[config.mk]
export PLATFORM = sky130hd
export DESIGN_NAME = cd_port_sched4
export DESIGN_NICKNAME = d
export VERILOG_FILES = /design/src/rtl/cd_port_sched4.sv
export SDC_FILE = /design/constraint.sdc
export NUM_CORES = 1
export LEC_CHECK = 0
export BUFFER_PORTS_ARGS = -buffer_cell sky130_fd_sc_hd__buf_4
export CORE_AREA = 2 2 133 135
export CTS_CLUSTER_SIZE = 28
export DETAILED_ROUTE_END_ITERATION = 8
export DIE_AREA = 0 0 135 137
export GPL_ROUTABILITY_DRIVEN = 0
export PLACE_DENSITY = 0.72
export SETUP_SLACK_MARGIN = 0.1
export SYNTH_ARGS = -nofsm -noshare
export SYNTH_HDL_FRONTEND = slang
export SYNTH_SLANG_ARGS = --single-unit
[constraint.sdc]
create_clock -name clk -period 3.55 [get_ports clk]
set_clock_uncertainty 0.15 [all_clocks]
set_input_delay 0.355 -clock clk [delete_from_list [all_inputs] [get_ports clk]]
set_output_delay 0.355 -clock clk [all_outputs]
set_load 0.01 [all_outputs]
[src/rtl/cd_port_sched4.sv]
// cd_port_sched4: four-input, one-output scheduler for one output port of the
// cardinal mesh router. Round-robin arbitration at packet granularity: the
// winner stays locked until its tail flit has been accepted (wormhole-style).
// The granted flit goes into a single-entry output register that uses a
// valid/ready handshake.
//
// Optional feature: define CD_SCHED_TIMEOUT_EN to add a lock watchdog. The lock
// is dropped after TIMEOUT idle owner cycles, and err_timeout pulses once.
//
// Ports:
//   clk, reset    rising-edge clock, asynchronous active-low reset
//   in_valid[4]   per-requester flit valid
//   in_data       per-requester flits, requester i at [i*DATA_W +: DATA_W]
//   in_tail[4]    per-requester last-flit flag
//   in_ready[4]   combinational grant, one-hot or zero
//   out_valid     output register holds a flit
//   out_data      registered flit
//   out_tail      registered tail flag
//   out_ready     downstream accepts the flit
//   busy          1 while a packet lock is held
//   lock_owner    current (or last) lock holder
//   err_timeout   one-cycle watchdog release pulse (0 when compiled out)
module cd_port_sched4 #(
  parameter int unsigned DATA_W  = 64,
  parameter int unsigned TIMEOUT = 16
) (
  input  logic                  clk,
  input  logic                  reset,
  input  logic [3:0]            in_valid,
  input  logic [4*DATA_W-1:0]   in_data,
  input  logic [3:0]            in_tail,
  output logic [3:0]            in_ready,
  output logic                  out_valid,
  output logic [DATA_W-1:0]     out_data,
  output logic                  out_tail,
  input  logic                  out_ready,
  output logic                  busy,
  output logic [1:0]            lock_owner,
  output logic                  err_timeout
);

  localparam int unsigned PTR_W = 2;

  typedef enum logic {
    S_IDLE   = 1'b0,
    S_LOCKED = 1'b1
  } state_e;

  // TIMEOUT sizes the watchdog; reject values the 8-bit counter cannot reach.
  if ((TIMEOUT < 2) || (TIMEOUT > 255)) begin : g_timeout_range
    $error("cd_port_sched4: TIMEOUT must be in 2..255");
  end

  state_e              state_q, state_d;
  logic [PTR_W-1:0]    ptr_q, ptr_d;
  logic [PTR_W-1:0]    lock_owner_q, lock_owner_d;
  logic                out_valid_q, out_valid_d;
  logic [DATA_W-1:0]   out_data_q, out_data_d;
  logic                out_tail_q, out_tail_d;

`ifdef CD_SCHED_TIMEOUT_EN
  localparam int unsigned CNT_W = 8;
  logic [CNT_W-1:0]    idle_cnt_q, idle_cnt_d;
  logic                err_timeout_q, err_timeout_d;
`endif

  logic                slot_free;
  logic                win_found;
  logic [PTR_W-1:0]    win_idx;
  logic [PTR_W-1:0]    cand;
  logic                grant_vld;
  logic [PTR_W-1:0]    grant_idx;
  logic [DATA_W-1:0]   sel_data;
  logic                sel_tail;

  // The output slot can take a flit when empty or when draining this cycle.
  assign slot_free = !out_valid_q || out_ready;

  // Round-robin search: first valid requester starting at ptr.
  always_comb begin
    win_found = 1'b0;
    win_idx   = ptr_q;
    cand      = ptr_q;
    for (int k = 0; k < 4; k++) begin
      cand = ptr_q + PTR_W'(k);
      if (!win_found && in_valid[cand]) begin
        win_found = 1'b1;
        win_idx   = cand;
      end
    end
  end

  // Grant: the round-robin winner while idle, only the owner while locked.
  always_comb begin
    grant_vld = 1'b0;
    grant_idx = win_idx;
    if (state_q == S_IDLE) begin
      grant_vld = slot_free && win_found;
      grant_idx = win_idx;
    end else begin
      grant_vld = slot_free && in_valid[lock_owner_q];
      grant_idx = lock_owner_q;
    end
  end

  assign in_ready = grant_vld ? (4'b0001 << grant_idx) : 4'b0000;
  assign sel_data = in_data[32'(grant_idx) * DATA_W +: DATA_W];
  assign sel_tail = in_tail[grant_idx];

  // Next-state logic for the arbiter, the lock and the output register.
  always_comb begin
    state_d      = state_q;
    ptr_d        = ptr_q;
    lock_owner_d = lock_owner_q;
    out_valid_d  = out_valid_q;
    out_data_d   = out_data_q;
    out_tail_d   = out_tail_q;
`ifdef CD_SCHED_TIMEOUT_EN
    idle_cnt_d    = idle_cnt_q;
    err_timeout_d = 1'b0;
`endif
    if (grant_vld) begin
      out_valid_d = 1'b1;
      out_data_d  = sel_data;
      out_tail_d  = sel_tail;
`ifdef CD_SCHED_TIMEOUT_EN
      idle_cnt_d  = '0;
`endif
      if (state_q == S_IDLE) begin
        if (sel_tail) begin
          ptr_d = grant_idx + PTR_W'(1);
        end else begin
          state_d      = S_LOCKED;
          lock_owner_d = grant_idx;
        end
      end else if (sel_tail) begin
        state_d = S_IDLE;
        ptr_d   = lock_owner_q + PTR_W'(1);
      end
    end else begin
      if (out_valid_q && out_ready) begin
        out_valid_d = 1'b0;
      end
`ifdef CD_SCHED_TIMEOUT_EN
      // Watchdog: count owner bubbles; release the lock when the limit is hit.
      if ((state_q == S_LOCKED) && !in_valid[lock_owner_q]) begin
        if ((idle_cnt_q + CNT_W'(1)) == CNT_W'(TIMEOUT)) begin
          state_d       = S_IDLE;
          ptr_d         = lock_owner_q + PTR_W'(1);
          idle_cnt_d    = '0;
          err_timeout_d = 1'b1;
        end else begin
          idle_cnt_d = idle_cnt_q + CNT_W'(1);
        end
      end
`endif
    end
  end

  always_ff @(posedge clk or negedge reset) begin
    if (!reset) begin
      state_q       <= S_IDLE;
      ptr_q         <= '0;
      lock_owner_q  <= '0;
      out_valid_q   <= 1'b0;
      out_data_q    <= '0;
      out_tail_q    <= 1'b0;
`ifdef CD_SCHED_TIMEOUT_EN
      idle_cnt_q    <= '0;
      err_timeout_q <= 1'b0;
`endif
    end else begin
      state_q       <= state_d;
      ptr_q         <= ptr_d;
      lock_owner_q  <= lock_owner_d;
      out_valid_q   <= out_valid_d;
      out_data_q    <= out_data_d;
      out_tail_q    <= out_tail_d;
`ifdef CD_SCHED_TIMEOUT_EN
      idle_cnt_q    <= idle_cnt_d;
      err_timeout_q <= err_timeout_d;
`endif
    end
  end

  assign out_valid  = out_valid_q;
  assign out_data   = out_data_q;
  assign out_tail   = out_tail_q;
  assign busy       = (state_q == S_LOCKED);
  assign lock_owner = lock_owner_q;
`ifdef CD_SCHED_TIMEOUT_EN
  assign err_timeout = err_timeout_q;
`else
  assign err_timeout = 1'b0;
`endif

endmodule

Word-level counts from Yosys, hierarchy flattened
Cells that the tools add are included.
{"block": "totals", "register_bits": 71, "out_inout_bits": 74, "elab_cells": 63}
{"block": "op_classes", "add_sub_neg": 5, "magnitude_cmp": 6, "n_shift": 2, "muxes": 28, "n_bitwise": 2, "reduce_logical": 14}
{"op": "256-bit by 9-bit variable part select with 64-bit output", "count": 1}
{"op": "2-bit by 3-bit less-than comparator with 1-bit output (second input constant)", "count": 6}
{"op": "1-bit 2-to-1 mux", "count": 14}
{"op": "2-bit 2-to-1 mux", "count": 7}
{"op": "1-bit binary-select mux with 2-bit select", "count": 6}
{"op": "2-bit by 1-bit adder with 2-bit output (second input constant)", "count": 3}
{"op": "1-bit logical AND", "count": 6}
{"op": "2-bit adder (second input constant)", "count": 2}
{"op": "1-bit logical NOT", "count": 4}
{"op": "4-bit 2-to-1 mux", "count": 1}
{"op": "1-bit by 2-bit << shifter with 4-bit output (first input constant)", "count": 1}
{"op": "3-bit AND reduction", "count": 1}
{"op": "1-bit inverter", "count": 2}
{"op": "2-bit AND reduction", "count": 1}
{"op": "2-bit nonzero test", "count": 1}
{"op": "1-bit logical OR", "count": 1}

Depth between registers and ports, before layout
{"block": "logic_depth", "depth_word": 17, "mapped_depth": 11, "depth_no_buf": 7}

Worst setup path after synthesis
No wires, ideal clock.
{"block": "synth_timing", "kind": "flip-flop to output port", "start": "register state_q (netlist: busy)", "end": "output port in_ready[0]", "arrival_ns": 1.904, "t_required_ns": 3.045, "path_slack_ns": 1.141, "stages_incl_launch_ff": 11, "n_path_buf": 4, "path_cell_list": "dfrtp_1 -> clkbuf_1 -> nand2b_1 -> a21oi_1 -> a221o_1 -> buf_2 -> buf_4 -> buf_4 -> inv_2 -> ha_1 -> and3_1"}
{"block": "synth_between", "elab_chain_cells": 3}
{"item": "start: declaration", "line_no": "54", "rtl": "state_e state_q, state_d;"}
{"item": "start signal: assignment", "line_no": "173", "rtl": "state_q <= state_d;"}
{"item": "2-bit 2-to-1 mux", "line_no": "97", "rtl": "if (state_q == S_IDLE) begin"}
{"item": "net grant_idx[1]", "line_no": "72", "rtl": "logic [PTR_W-1:0] grant_idx;"}
{"item": "1-bit by 2-bit << shifter with 4-bit output", "line_no": "106", "rtl": "assign in_ready = grant_vld ? (4'b0001 << grant_idx) : 4'b0000;"}
{"item": "4-bit 2-to-1 mux", "line_no": "106"}
{"item": "end: declaration", "line_no": "32", "rtl": "output logic [3:0] in_ready,"}
The timed path passes the listed nets, and every way through them passes these cells.

Worst setup path in the final report
{"block": "layout_timing", "start": "register ptr_q[0]", "end": "output port in_ready[0]"}
{"block": "layout_between", "elab_chain_cells": 15}
{"item": "start: declaration", "line_no": "55", "rtl": "logic [PTR_W-1:0] ptr_q, ptr_d;"}
{"item": "start signal: assignment", "line_no": "174", "rtl": "ptr_q <= ptr_d;"}
{"item": "branches (longest 14 deep; another with 2-bit by 1-bit adder with 2-bit output)"}
{"item": "4-bit 2-to-1 mux (*)", "line_no": "106"}
Mark *: on every way between the ends. The select of a mux whose other input is x is not followed.

==> results by group <==
Outcome
  – Status: finished, violations left
  – Failing checks: hold timing

Die
  – Initial core utilization: 29.89%
  – Core area: 0.01706 mm2
  – # IOs: 341
  – Die area: 0.01850 mm2
  – Die W: 135 um
  – FP Rows: 48
  – Die H: 137 um

Finish
  – Most common cell after layout, fill and taps aside: buf_4
  – Fill count: 1668
  – Share of cells above drive strength 1: 48.91%
  – Layout area overhead: 58.27%
  – N_diodes: 0
  – Commonest non-fill, non-tap cells in the layout: buf_4, mux2i_1, nand2_1, dfrtp_1, o21ai_1
  – Nets: 1096
  – Finished Layout Cells: 1053

Power and ir drop
  – Sequential Power Share: 22.8%
  – Combinational power share: 64.7%
  – Net switching power figure: 2.658 mW
  – Switching share of power: 40.56%
  – Internal: 3.896 mW
  – P_leak: 4.027 nW
  – Final Total Pwr: 6.553 mW
  – Worst ir drop on vdd: 0.4493 mV
  – Clock share of power: 12.5%
  – Power per cell area: 812.3 mW/mm2

Synthesis
  – Synth top area share: 34.86%
  – Post-synth top flop: dfrtp_1
  – Number of cells produced by synthesis: 508
  – Yosys reg bits: 71
  – Post-synth top area cell: dfrtp_1
  – Ranking of synthesized cells by area: dfrtp_1, mux2i_1, mux2_2
  – Yosys warns: 0
  – EDFF count, synth: 0
  – Post-synthesis sequential area ratio: 34.86%
  – Mapped cell area: 0.005097 mm2
  – Post-Syn Nets: 779
  – Synth Area per Inst: 10.03 um2
  – Netlist cell types: 43
  – Synth async-reset ratio: 100.0%

Setup path
  – Worst R2R End: out_data[51]
  – Crit path launch type: flop
  – Critical path class: reg -> out
  – CP arrival: 2330 ps
  – Flop2flop setup slack: 890 ps
  – WP data required: 3040 ps
  – Worst R2R Path Depth: 7
  – R2r startpoint: ptr_q[0]
  – Crit end category: output port
  – Crit-path max FO: 27

Place
  – Hpwl dp: 12.57 mm
  – Placed Cells: 1039
  – Port Buf Inserts: 339

Routing
  – DRC errors left: 0
  – DR iter-0 viols: 196
  – Routed wire length: 16.14 mm
  – Routed length per placed instance: 15.33 um
  – Vias per inst: 4.694
  – Vias: 4943
  – DR pass1 iterations: 5
  – Antenna Nets Post-Route: 0

Worst hold path
  – Min-Delay Path Class: in -> async

Clocking
  – Setup repair bufs after CTS: 0
  – Post-CTS sizing: 0
  – Root buffer cell: clkbuf_16
  – Cts hold-fix bufs: 0
  – TritonCTS Buffers: 9
  – Clock Path Buffers: 2
  – Latest clock arrival within the worst-skew pair: 330 ps
  – Htree depth: 3
  – CTS sink count: 71
  – TritonCTS clock tree: built
  – Clock transition at path regs: 60 ps

STA
  – Setup TNS Final: 0 ps
  – Period minus WS final: 2836 ps
  – Part of the cycle the worst path needs: 79.88%
  – Achievable Freq: 0.3527 GHz
  – Final hold vios: 7
  – RSZ-0062 raised after global routing: no
  – Worst rel slew slack: 37.51%
  – Slew Viols, Final: 0
  – Final hold slack: -18.81 ps
  – Worst-margin pin slew: 937.4 ps
  – # setup viols final: 0

Job
  – Maxcap violations: 0

Global routing
  – Initial antenna violation count: 0
  – First-pass GRT wire length: 24.49 mm
  – GRT overflow: 0
  – Largest net degree at the start of global routing: 130
  – Total GRT Usage: 16.83%
  – Number of global-route vias before repair: 4985
-- per-layer routing --
layer | vias up | track usage (%) | wire length (um)
met5 | - | 0 | 0
met4 | 0 | 7.002 | 371
met3 | 19 | 4.259 | 1499
met2 | 218 | 31.84 | 8450
met1 | 2256 | 17.68 | 5819
li1 | 2450 | - | -
-- worst max-delay path by stage --
stage                startpoint           end  slack (ps)  depth (start not counted)
finish                 ptr_q[0]   in_ready[0]         710                          7
global route           ptr_q[0]   in_ready[0]         580                          7
CTS                    ptr_q[0]   in_ready[0]         670                          7
detailed placement  in_valid[0]  out_data[51]         820                          8
global placement    in_valid[0]  out_data[51]         840                          8
floorplan                  busy   in_ready[0]        1140                         10
-- area by class of cell --
cell class	instances	area (um2)	share of cell area, %
Timing Repair Buffer	346	2635	32.66
Inverter	6	22.52	0.2792
Multi-Input combinational cell	391	3087	38.26
Sequential cell	71	1777	22.02
Clock buffer	13	260.3	3.226
Tap cell	225	281.5	3.489
Clock inverter	1	5.005	0.06203
-- through the flow --
| step | hold WS (ps) | instance area (um2) | worst slack [ps] | util [%] |
|---|---|---|---|---|
| 6_report | -18.81 | 8068 | 714.3 | 47.30 |
| 5_1_grt | 108.6 | 8068 | 579.5 | 47.30 |
| 4_1_cts | 51.09 | 8068 | 670.4 | 47.30 |
| 3_5_place_dp | 326.2 | 7802 | 823.2 | 45.75 |
| 3_3_place_gp | 313.1 | 7802 | 843.3 | 45.75 |
| 2_1_floorplan | -90.59 | 5097 | 1141 | - |
-- synth_stat cells, types with 2 or more instances --
cell type	number
a21oi_1	2
a222oi_1	2
and3_1	5
buf_2	13
buf_4	11
buf_6	2
clkbuf_1	14
dfrtp_1	71
ha_1	4
inv_1	3
inv_2	3
mux2_1	32
mux2_2	35
mux2i_1	129
nand2_1	71
nand2b_1	4
nand3_1	6
nor2_1	7
nor2b_1	3
nor3_1	2
o2111ai_1	2
o21ai_0	2
o21ai_1	65
-- kinds of logic after synthesis --
group           Yosys count  synth area share (%)
flops                    71                 34.86
mux                     198                 40.87
compound gates           82                 9.181
simple gates            106                 9.230
fa+ha+maj                 4                0.9819
buf+inv                  46                 4.811
other cells               1               0.07357
-- sequential cells by signal, indices dropped and copies added (netlist names) --
signal / cells
busy: 1
lock_owner: 2
out_data: 64
out_tail: 1
out_valid: 1
ptr_q: 2
-- power by group through the flow --
| stage | logic (mW) | registers, mW | clock network [mW] |
|---|---|---|---|
| after floorplan | 2.77 | 1.63 | 0 |
| after global placement | 4.25 | 1.48 | 0 |
| after detailed placement | 4.30 | 1.50 | 0 |
| after CTS | 4.31 | 1.50 | 0.852 |
| after global routing | 4.65 | 1.55 | 0.884 |
| final | 4.24 | 1.49 | 0.819 |
-- worst max-delay path, stage by stage (launching register included) --
cell     delay [ps]
dfrtp_1         390
and2b_1         240
nor3_1          210
a221o_4         550
inv_2           120
ha_1            210
and3_1          140
buf_4           140
(Power assumes the default switching activity.)
